$ cat config.mk
export PLATFORM = sky130hd
export DESIGN_NAME = my_cic_interp
export DESIGN_NICKNAME = d
export VERILOG_FILES = /design/src/rtl/my_cic_pkg.sv /design/src/rtl/my_cic_comb_chain.sv /design/src/rtl/my_cic_interp.sv
export SDC_FILE = /design/constraint.sdc
export NUM_CORES = 1
export LEC_CHECK = 0
export BUFFER_PORTS_ARGS = -buffer_cell sky130_fd_sc_hd__buf_2
export CORE_UTILIZATION = 25
export DETAILED_ROUTE_END_ITERATION = 8
export GPL_TIMING_DRIVEN = 0
export PLACE_DENSITY = 0.45
export REMOVE_ABC_BUFFERS = 1
export SLEW_MARGIN = 5
export SYNTH_ARGS = -nofsm -noshare
export SYNTH_HDL_FRONTEND = slang
export SYNTH_SLANG_ARGS = --single-unit
$ cat constraint.sdc
create_clock -name clk -period 18.95 [get_ports clk]
set_input_delay 0.9475 -clock clk [delete_from_list [all_inputs] [get_ports clk]]
set_output_delay 0.9475 -clock clk [all_outputs]
set_load 0.03 [all_outputs]
$ cat src/rtl/my_cic_pkg.sv
// my_cic_pkg: constants shared by the CIC interpolator and decimator.
// Holds defaults, error-bit indices, clog2 and register-width helpers.
package my_cic_pkg;

  localparam int CIC_NUM_STAGES = 4;
  localparam int CIC_MAX_RATE   = 160;
  localparam int CIC_DATA_WIDTH = 19;

  localparam int ERR_UNDERRUN = 0;
  localparam int ERR_FWD      = 1;

  function automatic int clog2(input longint v);
    longint x;
    int r;
    x = v - 1;
    r = 0;
    while (x > 0) begin
      x = x >> 1;
      r++;
    end
    return r;
  endfunction

  // Bit growth of an N-stage CIC at the largest ratio.
  function automatic int growth(input int stages, input int max_rate);
    longint p;
    p = 1;
    for (int i = 1; i < stages; i++) p = p * longint'(max_rate);
    return clog2(p) + stages;
  endfunction

  localparam int GROWTH = growth(CIC_NUM_STAGES, CIC_MAX_RATE);
  localparam int WIDTH  = CIC_DATA_WIDTH + GROWTH;

endpackage

$ cat src/rtl/my_cic_comb_chain.sv
// my_cic_comb_chain: NUM_STAGES differentiators at the input rate.
// Ports: clk, reset, en (advance delays), din, dout = c[NUM_STAGES].
module my_cic_comb_chain
  import my_cic_pkg::*;
#(
  parameter int NUM_STAGES = CIC_NUM_STAGES,
  parameter int WIDTH      = 45
) (
  input  logic             clk,
  input  logic             reset,
  input  logic             en,
  input  logic [WIDTH-1:0] din,
  output logic [WIDTH-1:0] dout
);

  logic [WIDTH-1:0] c  [NUM_STAGES+1];
  logic [WIDTH-1:0] dl [NUM_STAGES];

  always_comb begin
    c[0] = din;
    for (int k = 0; k < NUM_STAGES; k++) begin
      c[k+1] = c[k] - dl[k];
    end
  end

  assign dout = c[NUM_STAGES];

  always_ff @(posedge clk or posedge reset) begin
    if (reset) begin
      for (int k = 0; k < NUM_STAGES; k++) dl[k] <= '0;
    end else if (en) begin
      for (int k = 0; k < NUM_STAGES; k++) dl[k] <= c[k];
    end
  end

endmodule

$ cat src/rtl/my_cic_interp.sv
// my_cic_interp: CIC interpolator, comb at input rate, integrators at R x.
// Ports: rate/rate_div/gain, in_* and out_* valid/ready; MY_CIC_INTERP_SAT_EN saturates out.
module my_cic_interp
  import my_cic_pkg::*;
#(
  parameter int NUM_STAGES = CIC_NUM_STAGES,
  parameter int MAX_RATE   = CIC_MAX_RATE,
  parameter int DATA_WIDTH = CIC_DATA_WIDTH
) (
  input  logic                  clk,
  input  logic                  reset,
  input  logic [7:0]            rate,
  input  logic [3:0]            rate_div,
  input  logic [4:0]            gain,
  input  logic [1:0]            in_error,
  input  logic                  in_valid,
  output logic                  in_ready,
  input  logic [DATA_WIDTH-1:0] in_data,
  output logic [DATA_WIDTH-1:0] out_data,
  output logic [1:0]            out_error,
  output logic                  out_valid,
  input  logic                  out_ready
);

  localparam int GW = growth(NUM_STAGES, MAX_RATE);
  localparam int W  = DATA_WIDTH + GW;
  localparam logic [7:0] RMAX = 8'(MAX_RATE);

  logic                  hold_full;
  logic [DATA_WIDTH-1:0] hold_data;
  logic [1:0]            hold_err;
  logic [7:0]            phase;
  logic [7:0]            r_lat;
  logic [7:0]            r_eff;
  logic                  started;
  logic                  can_load;
  logic                  at_p0;
  logic                  step;
  logic                  consume;
  logic                  accept;
  logic                  underrun;
  logic [W-1:0]          comb_in;
  logic [W-1:0]          comb_out;
  logic [W-1:0]          u;
  logic [W-1:0]          integ [NUM_STAGES];
  logic [DATA_WIDTH-1:0] out_next;
  int                    sh_i;

  assign can_load = ~out_valid | out_ready;
  assign at_p0    = (phase == 8'd0);
  assign step     = can_load & (~at_p0 | hold_full);
  assign consume  = step & at_p0;
  assign in_ready = ~hold_full | consume;
  assign accept   = in_valid & in_ready;
  assign underrun = can_load & at_p0 & ~hold_full & started;

  always_comb begin
    r_eff = rate;
    if (rate == 8'd0) r_eff = 8'd1;
    else if (rate > RMAX) r_eff = RMAX;
  end

  always_comb begin
    sh_i = int'(rate_div) * (NUM_STAGES - 1) + 8 - int'(gain);
    if (sh_i < 0) sh_i = 0;
  end

  // Hold register: a consume and a new accept in one cycle keep it full.
  always_ff @(posedge clk or posedge reset) begin
    if (reset) begin
      hold_full <= 1'b0;
      hold_data <= '0;
      hold_err  <= '0;
      started   <= 1'b0;
    end else begin
      if (accept) begin
        hold_full <= 1'b1;
        hold_data <= in_data;
        hold_err  <= in_error;
        started   <= 1'b1;
      end else if (consume) begin
        hold_full <= 1'b0;
      end
    end
  end

  // R is latched only at phase 0, so a rate change waits for the period end.
  always_ff @(posedge clk or posedge reset) begin
    if (reset) begin
      phase <= 8'd0;
      r_lat <= 8'd1;
    end else if (step) begin
      if (at_p0) begin
        r_lat <= r_eff;
        phase <= (r_eff == 8'd1) ? 8'd0 : 8'd1;
      end else if (phase == r_lat - 8'd1) begin
        phase <= 8'd0;
      end else begin
        phase <= phase + 8'd1;
      end
    end
  end

  assign comb_in = {{GW{hold_data[DATA_WIDTH-1]}}, hold_data};

  my_cic_comb_chain #(
    .NUM_STAGES (NUM_STAGES),
    .WIDTH      (W)
  ) u_comb (
    .clk   (clk),
    .reset (reset),
    .en    (consume),
    .din   (comb_in),
    .dout  (comb_out)
  );

  // Zero-stuffing: the comb output enters only on the phase-0 step.
  assign u = at_p0 ? comb_out : '0;

  always_ff @(posedge clk or posedge reset) begin
    if (reset) begin
      for (int k = 0; k < NUM_STAGES; k++) integ[k] <= '0;
    end else if (step) begin
      integ[0] <= integ[0] + u;
      for (int k = 1; k < NUM_STAGES; k++) begin
        integ[k] <= integ[k] + integ[k-1];
      end
    end
  end

`ifdef MY_CIC_INTERP_SAT_EN
  localparam logic [DATA_WIDTH-1:0] SAT_MAX = {1'b0, {(DATA_WIDTH-1){1'b1}}};
  localparam logic [DATA_WIDTH-1:0] SAT_MIN = {1'b1, {(DATA_WIDTH-1){1'b0}}};
  logic signed [W-1:0] shifted;
  logic                fits;
  assign shifted  = $signed(integ[NUM_STAGES-1]) >>> sh_i;
  assign fits     = (&shifted[W-1:DATA_WIDTH-1]) | ~(|shifted[W-1:DATA_WIDTH-1]);
  assign out_next = fits ? shifted[DATA_WIDTH-1:0]
                  : (shifted[W-1] ? SAT_MIN : SAT_MAX);
`else
  assign out_next = DATA_WIDTH'($signed(integ[NUM_STAGES-1]) >>> sh_i);
`endif

  // Underrun flag tracks every idle load slot, so it clears on the next step.
  always_ff @(posedge clk or posedge reset) begin
    if (reset) begin
      out_data  <= '0;
      out_valid <= 1'b0;
      out_error <= '0;
    end else if (step) begin
      out_data                <= out_next;
      out_valid               <= 1'b1;
      out_error[ERR_UNDERRUN] <= 1'b0;
      if (at_p0) out_error[ERR_FWD] <= |hold_err;
    end else if (can_load) begin
      out_valid               <= 1'b0;
      out_error[ERR_UNDERRUN] <= underrun;
    end
  end

endmodule

## Word-level counts from Yosys, hierarchy flattened

Cells that the tools add are included.

- Flip-flop bits (word level): 395
- Input bits: 42
- Output and inout bits: 23
- Word-level logic and storage cells: 67

- $add $sub $neg: 12
- Multiply operators: 1
- Magnitude comparators: 2
- Eq/ne operators: 2
- Shifts and indexed selects: 1
- Muxes and demuxes: 13
- Bitwise gates (word level): 12
- Reduce and logical (&&, ||, !) cells: 6

Operators by type and width:

| cell | number |
|---|---|
| $add A45 B45 Y45 | 4 |
| $sub A45 B45 Y45 | 3 |
| $mux W45 | 1 |
| $sshr A45 B32 Y19 | 1 |
| $mux W32 | 1 |
| $mux W8 | 4 |
| $sub A19 B19 Y20 | 1 |
| $logic_not A8 Y1 | 2 |
| $add A8 B1 Y8 const B | 1 |
| $eq A8 B1 Y1 const B | 1 |
| $eq A8 B8 Y1 | 1 |
| $gt A8 B8 Y1 const B | 1 |
| $lt A8 B1 Y1 const B | 1 |
| $sub A7 B5 Y8 | 1 |
| $sub A8 B1 Y8 const B | 1 |
| $add A6 B4 Y7 const B | 1 |
| $mux W1 | 7 |
| $and A1 B1 Y1 | 6 |
| $mul A4 B2 Y6 const B | 1 |
| $reduce_bool A2 Y1 | 2 |
| $not A1 Y1 | 3 |
| $or A1 B1 Y1 | 3 |
| $reduce_and A2 Y1 | 1 |
| $reduce_or A2 Y1 | 1 |

## Depth between registers and ports, before layout

Gate-level depths: netlist (run 1).

- Depth in word-level cells: 8
- Depth in mapped cells: 57
- Gate-level depth less buffers: 56

## Cells and area by module

From an unflattened synthesis (run 1), not the netlist that was laid out.

- Cells, all modules: 4774
- Area, all modules: 38469.4 µm²

By module, submodules not included:

| module | instances | cells an instance | area an instance (µm²) | sequential area each (µm²) |
|---|---|---|---|---|
| my_cic_interp | 1 | 2698 | 21792.2 | 6032.0 |
| my_cic_comb_chain | 1 | 2076 | 16677.2 | 4504.3 |

## Worst setup path before layout (run 1)

Ideal clock, no wire load.

- Path type: reg2reg
- From: register hold_data[1]
- To: register integ[179] (netlist bit)
- Setup time: 0.133 ns
- Arrival: 9.545 ns
- Required time: 18.817 ns
- Path slack: 9.272 ns
- Cell stages (with the launch flop): 53
- Path buffers: 2
- Period minus slack after synthesis: 9.678 ns
- Cells stage by stage: dfrtp_1 ha_1 nor2b_1 o21ai_0 a21boi_1 o21ai_0 a21boi_0 o21ai_1 a21boi_0 o21ai_0 a21boi_1 o21ai_0 a21oi_1 ha_1 nand2_1 o21ai_0 nand2_1 nand2_1 (+17 left out) a21o_1 a21o_1 a21o_1 a21o_1 a21oi_1 nor2b_1 a311oi_1 xor2_1 nor2_1 ha_1 inv_1 o21bai_1 a21oi_1 nor2b_1 a311oi_4 nor3_1 o41ai_2 nand3_1

RTL lines:

| element | line | RTL |
|---|---|---|
| start: declaration | my_cic_interp.sv:30 | `logic [DATA_WIDTH-1:0] hold_data;` |
| start signal: assignment | my_cic_interp.sv:78 | `hold_data <= in_data;` |
| end signal: indexed assignment | my_cic_interp.sv:126 | `integ[k] <= integ[k] + integ[k-1];` |
| end: declaration | my_cic_interp.sv:45 | `logic [W-1:0] integ [NUM_STAGES];` |

==> flow_summary.toml, run 1 <==
[layout]
nets = 4215
drive_gt1_frac = 0.07211
fillCellCount = 13583
antenna_cells = 0
fin_area_um2 = 35970
area_growth_pct = 13.02

[synthesis]
yosys.area.top_type = "dfrtp_1"
synth_edf_count = 0
synth_seq_cells = 370
syn_inst = 3843
ys_seq_area_frac = 0.2910
avgSynthCellArea_um2 = 8.281
synthArstFlopShare = 1.000
netlist.area_leader.share = 0.2902
yosysUniqueCellTypes = 95
synth_ff_type = "dfrtp_1"
yosys_warnings = 0
netlist_area_um2 = 31820
yosys-top-cells-area = "dfrtp_1 29%, ha_1 12%, nand2_1 6.0%"

[cts]
clk_path_buf_depth = 3
post-cts-setup-buffer-count = 0
clock-root-buffer = "clkbuf_16"
cts_buffers = 49
ctsHoldBuffers = 0
clock_sinks = 370
htreeDepth = 2
post_cts_resized = 0
cts_tree = "done"
clk_pin_slew_ns = 0.06
clk_latency_ns = 0.63

[worst_setup_path]
cp_common_cell = "a21o_1"
critPathMaxFanout = 12
cp-start-kind = "register"
cpPeakStageDelay_ns = 0.55
timing.rr.start = "hold_data[1]"
path_class = "register to register"
crit_arrival_ns = 11.89
cp_slowest_cell = "o2111ai_1"
ff2ff_setup_slack_ns = 7.55
worstRegToRegCells = 49
reg2reg_to = "integ[179]"
end_kind = "register"
critical_path_required_ns = 19.44

[die]
pin_count = 65
fp.coreArea_um2 = 125900
rows = 130
die_h_um = 358.8
initial_utilization = 0.2528
die_w_um = 358.8
dieArea_um2 = 128700

[global_routing]
grt_overflow_total = 0
grt_util_all_layers = 0.1176
antenna_found_initial = 1
grt_pass1_wl_mm = 127.9
grt_max_degree = 106
grt_pass1_vias = 25143

[sta]
setup_viol = 0
fin_crit_sh = 0.6015
fmax_ghz = 0.08774
drv_slew = 0
period_needed_ns = 11.40
finalHoldViolCount = 0
skew_ns = 0.04607
relSlewSlack = 0.2024
worst_slew_pin_slew_ns = 1.192
rsz0062_at_grt = "false"

[drt]
drc = 0
totalWireLength_mm = 75.26
vias_per_cell = 4.631
drtAntennaViolNets = 0
dr.first_iter.drc_count = 1147
wl_per_cell_um = 13.60
dr.pass1.iters = 7
vias = 25626

[placement]
hpwlAfterDp_mm = 58.44
io_buffers = 64
placed_cell_area_um2 = 34330
gp_congestion = 0.8593

[outcome]
status = "finished clean"

[worst_hold_path]
hp-class = "input port to asynchronous set/reset pin"

[job]
maxCapViolCount = 0
==> how the worst max path moves through the flow <==
stage	from	to	slack, ns	depth (start not counted)
finish	hold_data[1]	integ[179]	7.55	49
global route	u_comb.dl[136]	integ[179]	6.39	51
CTS	hold_data[1]	integ[179]	7.46	49
detailed placement	hold_data[1]	integ[179]	7.55	49
global placement	phase[0]	u_comb.dl[70]	-46.43	8
floorplan	phase[0]	u_comb.dl[66]	-14.30	8
==> synth_stat cells (111+ instances only) <==
| library cell | number |
|---|---|
| a21o_1 | 181 |
| a21oi_1 | 266 |
| clkbuf_1 | 113 |
| dfrtp_1 | 369 |
| ha_1 | 317 |
| inv_1 | 247 |
| mux2i_1 | 112 |
| nand2_1 | 512 |
| nor2_1 | 204 |
| o21ai_0 | 317 |
| o21ai_1 | 111 |
| xnor2_1 | 142 |
| xor2_1 | 117 |
==> logic make-up (layout without fill, tap and decap cells) <==
| group | count (synthesis) | in the layout | share of synthesized area |
|---|---|---|---|
| DFF | 370 | 370 | 0.2910 |
| buffers and inverters | 390 | 430 | 0.04671 |
| AOI/OAI and AO/OA | 1273 | 1273 | 0.2515 |
| xor gates and xnor gates | 260 | 260 | 0.07179 |
| and+or+nand+nor | 1064 | 1064 | 0.1515 |
| muxes | 156 | 156 | 0.05469 |
| adders and majority gates | 330 | 330 | 0.1328 |
==> sequential cells by signal, summed over array words and instances, names as in the netlist <==
name	cells
integ	180
u_comb.dl	129
hold_data	19
out_data	19
phase	8
r_lat	8
hold_err	2
out_error	2
hold_full	1
out_valid	1
started	1
==> critical path, delay by kind of cell, from the launching register on <==
kind	cells	cell delay, ns
xor+xnor	2	0.45
fa+ha+maj	5	1.75
buf+inv	1	0.07
flops	1	0.41
simple gates	9	0.91
compound gates	32	7.64
==> per-stage QoR <==
step,worst slack [ns],std cells,TNS (ns),hold WS [ns],utilization
3_3_place_gp,-46.43,5414,-5463.83,0.4305,0.2673
6_report,7.552,5533,0,0.3647,0.2857
5_1_grt,6.392,5533,0,0.3818,0.2857
4_1_cts,7.456,5533,0,0.3433,0.2857
2_1_floorplan,-14.30,3700,-1601.14,0.4114,-
3_5_place_dp,7.546,5442,0,0.4311,0.2727
==> layout make-up <==
class | instances | area (um^2) | share of cell area
Clock buffer | 73 | 1396 | 0.03882
Clock inverter | 18 | 240.2 | 0.006679
Timing Repair Buffer | 92 | 933.4 | 0.02595
Sequential cell | 370 | 9260 | 0.2575
Multi-Input combinational cell | 3083 | 21140 | 0.5877
Tap cell | 1650 | 2064 | 0.05740
Inverter | 247 | 934.6 | 0.02599
==> placed cells by master, fill, tap and decap left out, types with 22 or more instances in the layout <==
cell and instances:
a211oi_1 44, a21boi_0 29, a21o_1 181, a21oi_1 265, a31oi_1 41, and2_1 22
and3_1 29, buf_2 64, clkbuf_16 49, dfrtp_1 369, ha_1 317, inv_1 246
mux2_2 33, mux2i_1 112, nand2_1 510, nand2b_1 43, nand3_1 59, nand4_1 34
nor2_1 200, nor2b_1 49, nor3_1 41, o21a_1 41, o21ai_0 317, o21ai_1 109
o21bai_1 42, o31ai_1 37, xnor2_1 142, xor2_1 117
==> routing by layer <==
| layer | track usage | routed length, um | share of wire |
|---|---|---|---|
| met5 | 0 | 0 | 0 |
| met4 | 0.02949 | 1626 | 0.022 |
| met3 | 0.01604 | 1994 | 0.026 |
| met2 | 0.1935 | 33030 | 0.44 |
| met1 | 0.1610 | 38610 | 0.51 |
Power of run 1 is left out: the tool's default activity adds up to more than one toggle a clock period on the data nets, which glitch-free logic cannot reach.
==> inputs of run 2 (changes only) <==
Clock period 18.95 ns to 11.44 ns, I/O delays scaled along.
==> flow_summary.toml, run 2 (synthesis gave the netlist of run 1 again) <==
[outcome]
status = "finished clean"

[layout]
largest-register = "integ"
drive_gt1_frac = 0.07690
antenna_cells = 0
final_cell_mix = "510 x nand2_1, 369 x dfrtp_1, 315 x ha_1"
layout_commonest_cell = "nand2_1"
reg_top3 = "integ x180, u_comb.dl x129"
fin_util = 0.2867
largest_reg_flops = 180
nets = 4220
area_growth_pct = 13.43

[die]
die_w_um = 358.8
die_h_um = 358.8
rows = 130
fp.coreArea_um2 = 125900
dieArea_um2 = 128700
initial_utilization = 0.2528
pin_count = 65

[worst_setup_path]
critPathMaxFanout = 12
path_class = "register to register"
end_kind = "register"
crit_arrival_ns = 11.04
cp_common_cell = "ha_1"
crit_path_end = "integ[179]"
timing.rr.start = "hold_data[0]"
critical_path_required_ns = 11.93
cpPeakStageDelay_ns = 0.54
worstRegToRegCells = 48
setup.worst_path.start = "hold_data[0]"
ff2ff_setup_slack_ns = 0.89
cp-start-kind = "register"
cp_slowest_cell = "or4_4"
reg2reg_to = "integ[179]"

[drt]
totalWireLength_mm = 75.36
drc = 0
dr_wl_met2_mm = 33.10
top_layer = "met4"
dr.first_iter.drc_count = 1152
vias_per_cell = 4.621
dr.pass1.iters = 7
drt-met1-wl_mm = 38.68
drtAntennaViolNets = 0
wl_met3_mm = 1.961
vias = 25591
wl_per_cell_um = 13.61

[cts]
clk_pin_slew_ns = 0.06
clock-root-buffer = "clkbuf_16"
clk_path_buf_depth = 3
cts_tree = "done"
htreeDepth = 2
clock_sinks = 370
cts_buffers = 49
clk_latency_ns = 0.63

[sta]
finalHoldViolCount = 0
drv_slew = 0
worst_slew_pin_slew_ns = 1.194
fmax_ghz = 0.09478
relSlewSlack = 0.2013
skew_ns = 0.04892
rsz0062_at_grt = "false"
setup_viol = 0
fin_crit_sh = 0.9222
period_needed_ns = 10.55

[global_routing]
grt_overflow_total = 0
grt_pass1_wl_mm = 127.9
antenna_found_initial = 1
grt_max_degree = 106
grt_pass1_vias = 25152
grt_util_all_layers = 0.1176

[placement]
io_buffers = 64
gp_congestion = 0.8593
hpwlAfterDp_mm = 58.44

[job]
maxCapViolCount = 0

[worst_hold_path]
hp-class = "input port to register"
## run 2: stage by stage
step                      worst slack [ns]  TNS (ns)  cells  area (um^2)  hold slack, ns
after detailed placement           0.03604         0   5442        34330          0.4311
final                               0.8896         0   5538        36100          0.1550
after global routing              0.009031         0   5538        36100          0.1288
after global placement              -53.94  -9580.50   5414        33650          0.4305
after floorplan                     -21.81  -2994.02   3700        31270          0.4114
after CTS                          0.05978         0   5534        35980          0.1056
## run 2: timing repair
item	4_1_cts	5_1_grt
pin swaps	0	4
endpoints found under the hold margin	24	0
endpoints found under the setup margin	1	7
hold buffers	1	0
resized for setup	1	22
setup buffers	0	4
## run 2: critical path, delay by kind of cell (launching register included)
family	cells	cell delay, ns
compound gates	28	5.79
fa+ha+maj	6	2.10
simple gates	9	1.33
xor+xnor	3	0.57
flops	1	0.34
buf+inv	2	0.25
## run 2: per-layer routing
metal,GRT usage,vias up
li1,-,13817
met1,0.1610,11442
met2,0.1936,239
met3,0.01604,93
met4,0.02949,0
met5,0,-
## run 2: worst min-delay path by stage
| stage | slack [ns] | end | from | cells after the start |
|---|---|---|---|---|
| floorplan | 0.41 | started | started | 2 |
| global placement | 0.43 | started | started | 2 |
| detailed placement | 0.43 | started | started | 2 |
| CTS | 0.11 | hold_full | in_valid | 2 |
| global route | 0.13 | hold_data[11] | in_data[11] | 2 |
| finish | 0.16 | hold_full | in_valid | 2 |
## run 2: cell type report
type,instances,area (um^2)
multi-input cells,3083,21230
flip-flops and latches,370,9260
clock inverters,18,240.2
repair buffers,97,973.4
well taps,1650,2064
fillers,13572,89800
clock buffers,73,1396
inverters,247,934.6
Power of run 2 is left out for the same reason.
==> inputs of run 3 (changes only) <==
Settings changed: BUFFER_PORTS_ARGS -buffer_cell sky130_fd_sc_hd__buf_2 to unset, CAP_MARGIN set to 20, DONT_BUFFER_PORTS set to 1, PLACE_DENSITY 0.45 to 0.44.
==> flow_summary.toml, run 3 (synthesis gave the netlist of run 1 again) <==
[outcome]
status = "finished clean"

[drt]
drtAntennaViolNets = 0
totalWireLength_mm = 75.83
wl_per_cell_um = 13.85
dr.first_iter.drc_count = 1103
drc = 0
vias = 25396
dr.pass1.iters = 5
vias_per_cell = 4.639

[cts]
clock_sinks = 370
clk_path_buf_depth = 3
htreeDepth = 2
clk_latency_ns = 0.63
clock-root-buffer = "clkbuf_16"
cts_buffers = 47
clk_pin_slew_ns = 0.06
cts_tree = "done"

[layout]
fin_util = 0.2856
nets = 4159
drive_gt1_frac = 0.06562
antenna_cells = 0
layout_commonest_cell = "nand2_1"
fin_area_um2 = 35960
area_growth_pct = 12.98
multi_input_area_um2 = 21240
largest-register = "integ"
fillCellCount = 13543
reg_top3 = "integ x180, u_comb.dl x129"
seq_area_um2 = 9260
largest_reg_flops = 180
final_cell_mix = "510 x nand2_1, 369 x dfrtp_1, 314 x ha_1"

[worst_setup_path]
path_buf_inv = 3
path_class = "register to register"
critPathTopFamily = "compound AO/OA/AOI/OAI gates"
cpPeakStageDelay_ns = 0.64
cp_common_cell = "a21o_1"
ff2ff_setup_slack_ns = 0.91
crit_arrival_ns = 11.07
end_kind = "register"
cp_slowest_cell = "a2111o_2"
critPathMaxFanout = 13
cp-start-kind = "register"
critical_path_required_ns = 11.99

[sta]
relSlewSlack = 0.3416
setup-tns-final_ns = 0
finalHoldViolCount = 0
fmax_ghz = 0.09499
fin_crit_sh = 0.9202
period_needed_ns = 10.53
worst_slew_pin_slew_ns = 0.9852
drv_slew = 0
setup_viol = 0
skew_ns = 0.03557

[global_routing]
grt_max_degree = 112
grt_pass1_wl_mm = 129.0
grt_overflow_total = 0
grt_pass1_vias = 25177
grt_util_all_layers = 0.1186
antenna_found_initial = 0

[die]
die_w_um = 358.8
fp.coreArea_um2 = 125900
initial_utilization = 0.2528
rows = 130
die_h_um = 358.8
dieArea_um2 = 128700
pin_count = 65

[placement]
placed_cell_area_um2 = 34120
gp_congestion = 0.8400
io_buffers = 0
hpwlAfterDp_mm = 59.37

[worst_hold_path]
hp-class = "input port to register"

[job]
maxCapViolCount = 0
## run 3: changes by cell type in the layout (fill, tap and decap cells not counted), sizes merged
| cell | before | now |
|---|---|---|
| clkbuf | 73 | 62 |
| bufinv | 4 | 6 |
| clkinv | 11 | 15 |
| buf | 96 | 37 |
| clkinvlp | 1 | 3 |
| inv | 249 | 248 |
## run 3: area by class of cell
class / instances / share of cell area
clock buffer: 62 / 0.03793
clock inverter: 25 / 0.009187
inverter: 247 / 0.02599
multi-input combinational: 3083 / 0.5906
sequential: 370 / 0.2575
tap: 1650 / 0.05742
timing repair buffer: 38 / 0.02130
## run 3: routing by layer
metal / track usage / vias to the layer above / part of all wire
met4: 0.02856 / 0 / 0.020
met2: 0.1957 / 263 / 0.44
li1: - / 13659 / -
met1: 0.1628 / 11384 / 0.51
met5: 0 / - / 0
met3: 0.01548 / 90 / 0.027
## run 3: final timing paths
check | startpoint | end | depth (start not counted)
max | hold_data[1] | integ[179] | 52
min | in_valid | hold_full | 1
max reg2reg | hold_data[1] | integ[179] | 52
min reg2reg | started | started | 2
max in group asynchronous | reset | out_data[8] | 4
min in group asynchronous | reset | hold_data[2] | 2
## run 3: timing repair
action / 4_1_cts / 5_1_grt
hold buffers: 1 / 0
endpoints found under the hold margin: 76 / 0
buffers inserted: 0 / 4
endpoints found under the setup margin: 0 / 9
resized for setup: 0 / 27
## run 3: per-stage QoR
stage	instances	hold slack [ns]	worst slack (ns)
floorplan	3700	0.4114	-21.81
finish	5475	0.05796	0.9127
CTS	5471	0.008432	0.04736
global placement	5350	0.4336	-56.26
global route	5475	0.02640	-0.03130
detailed placement	5383	0.4371	0.1428
Power of run 3 is left out for the same reason.
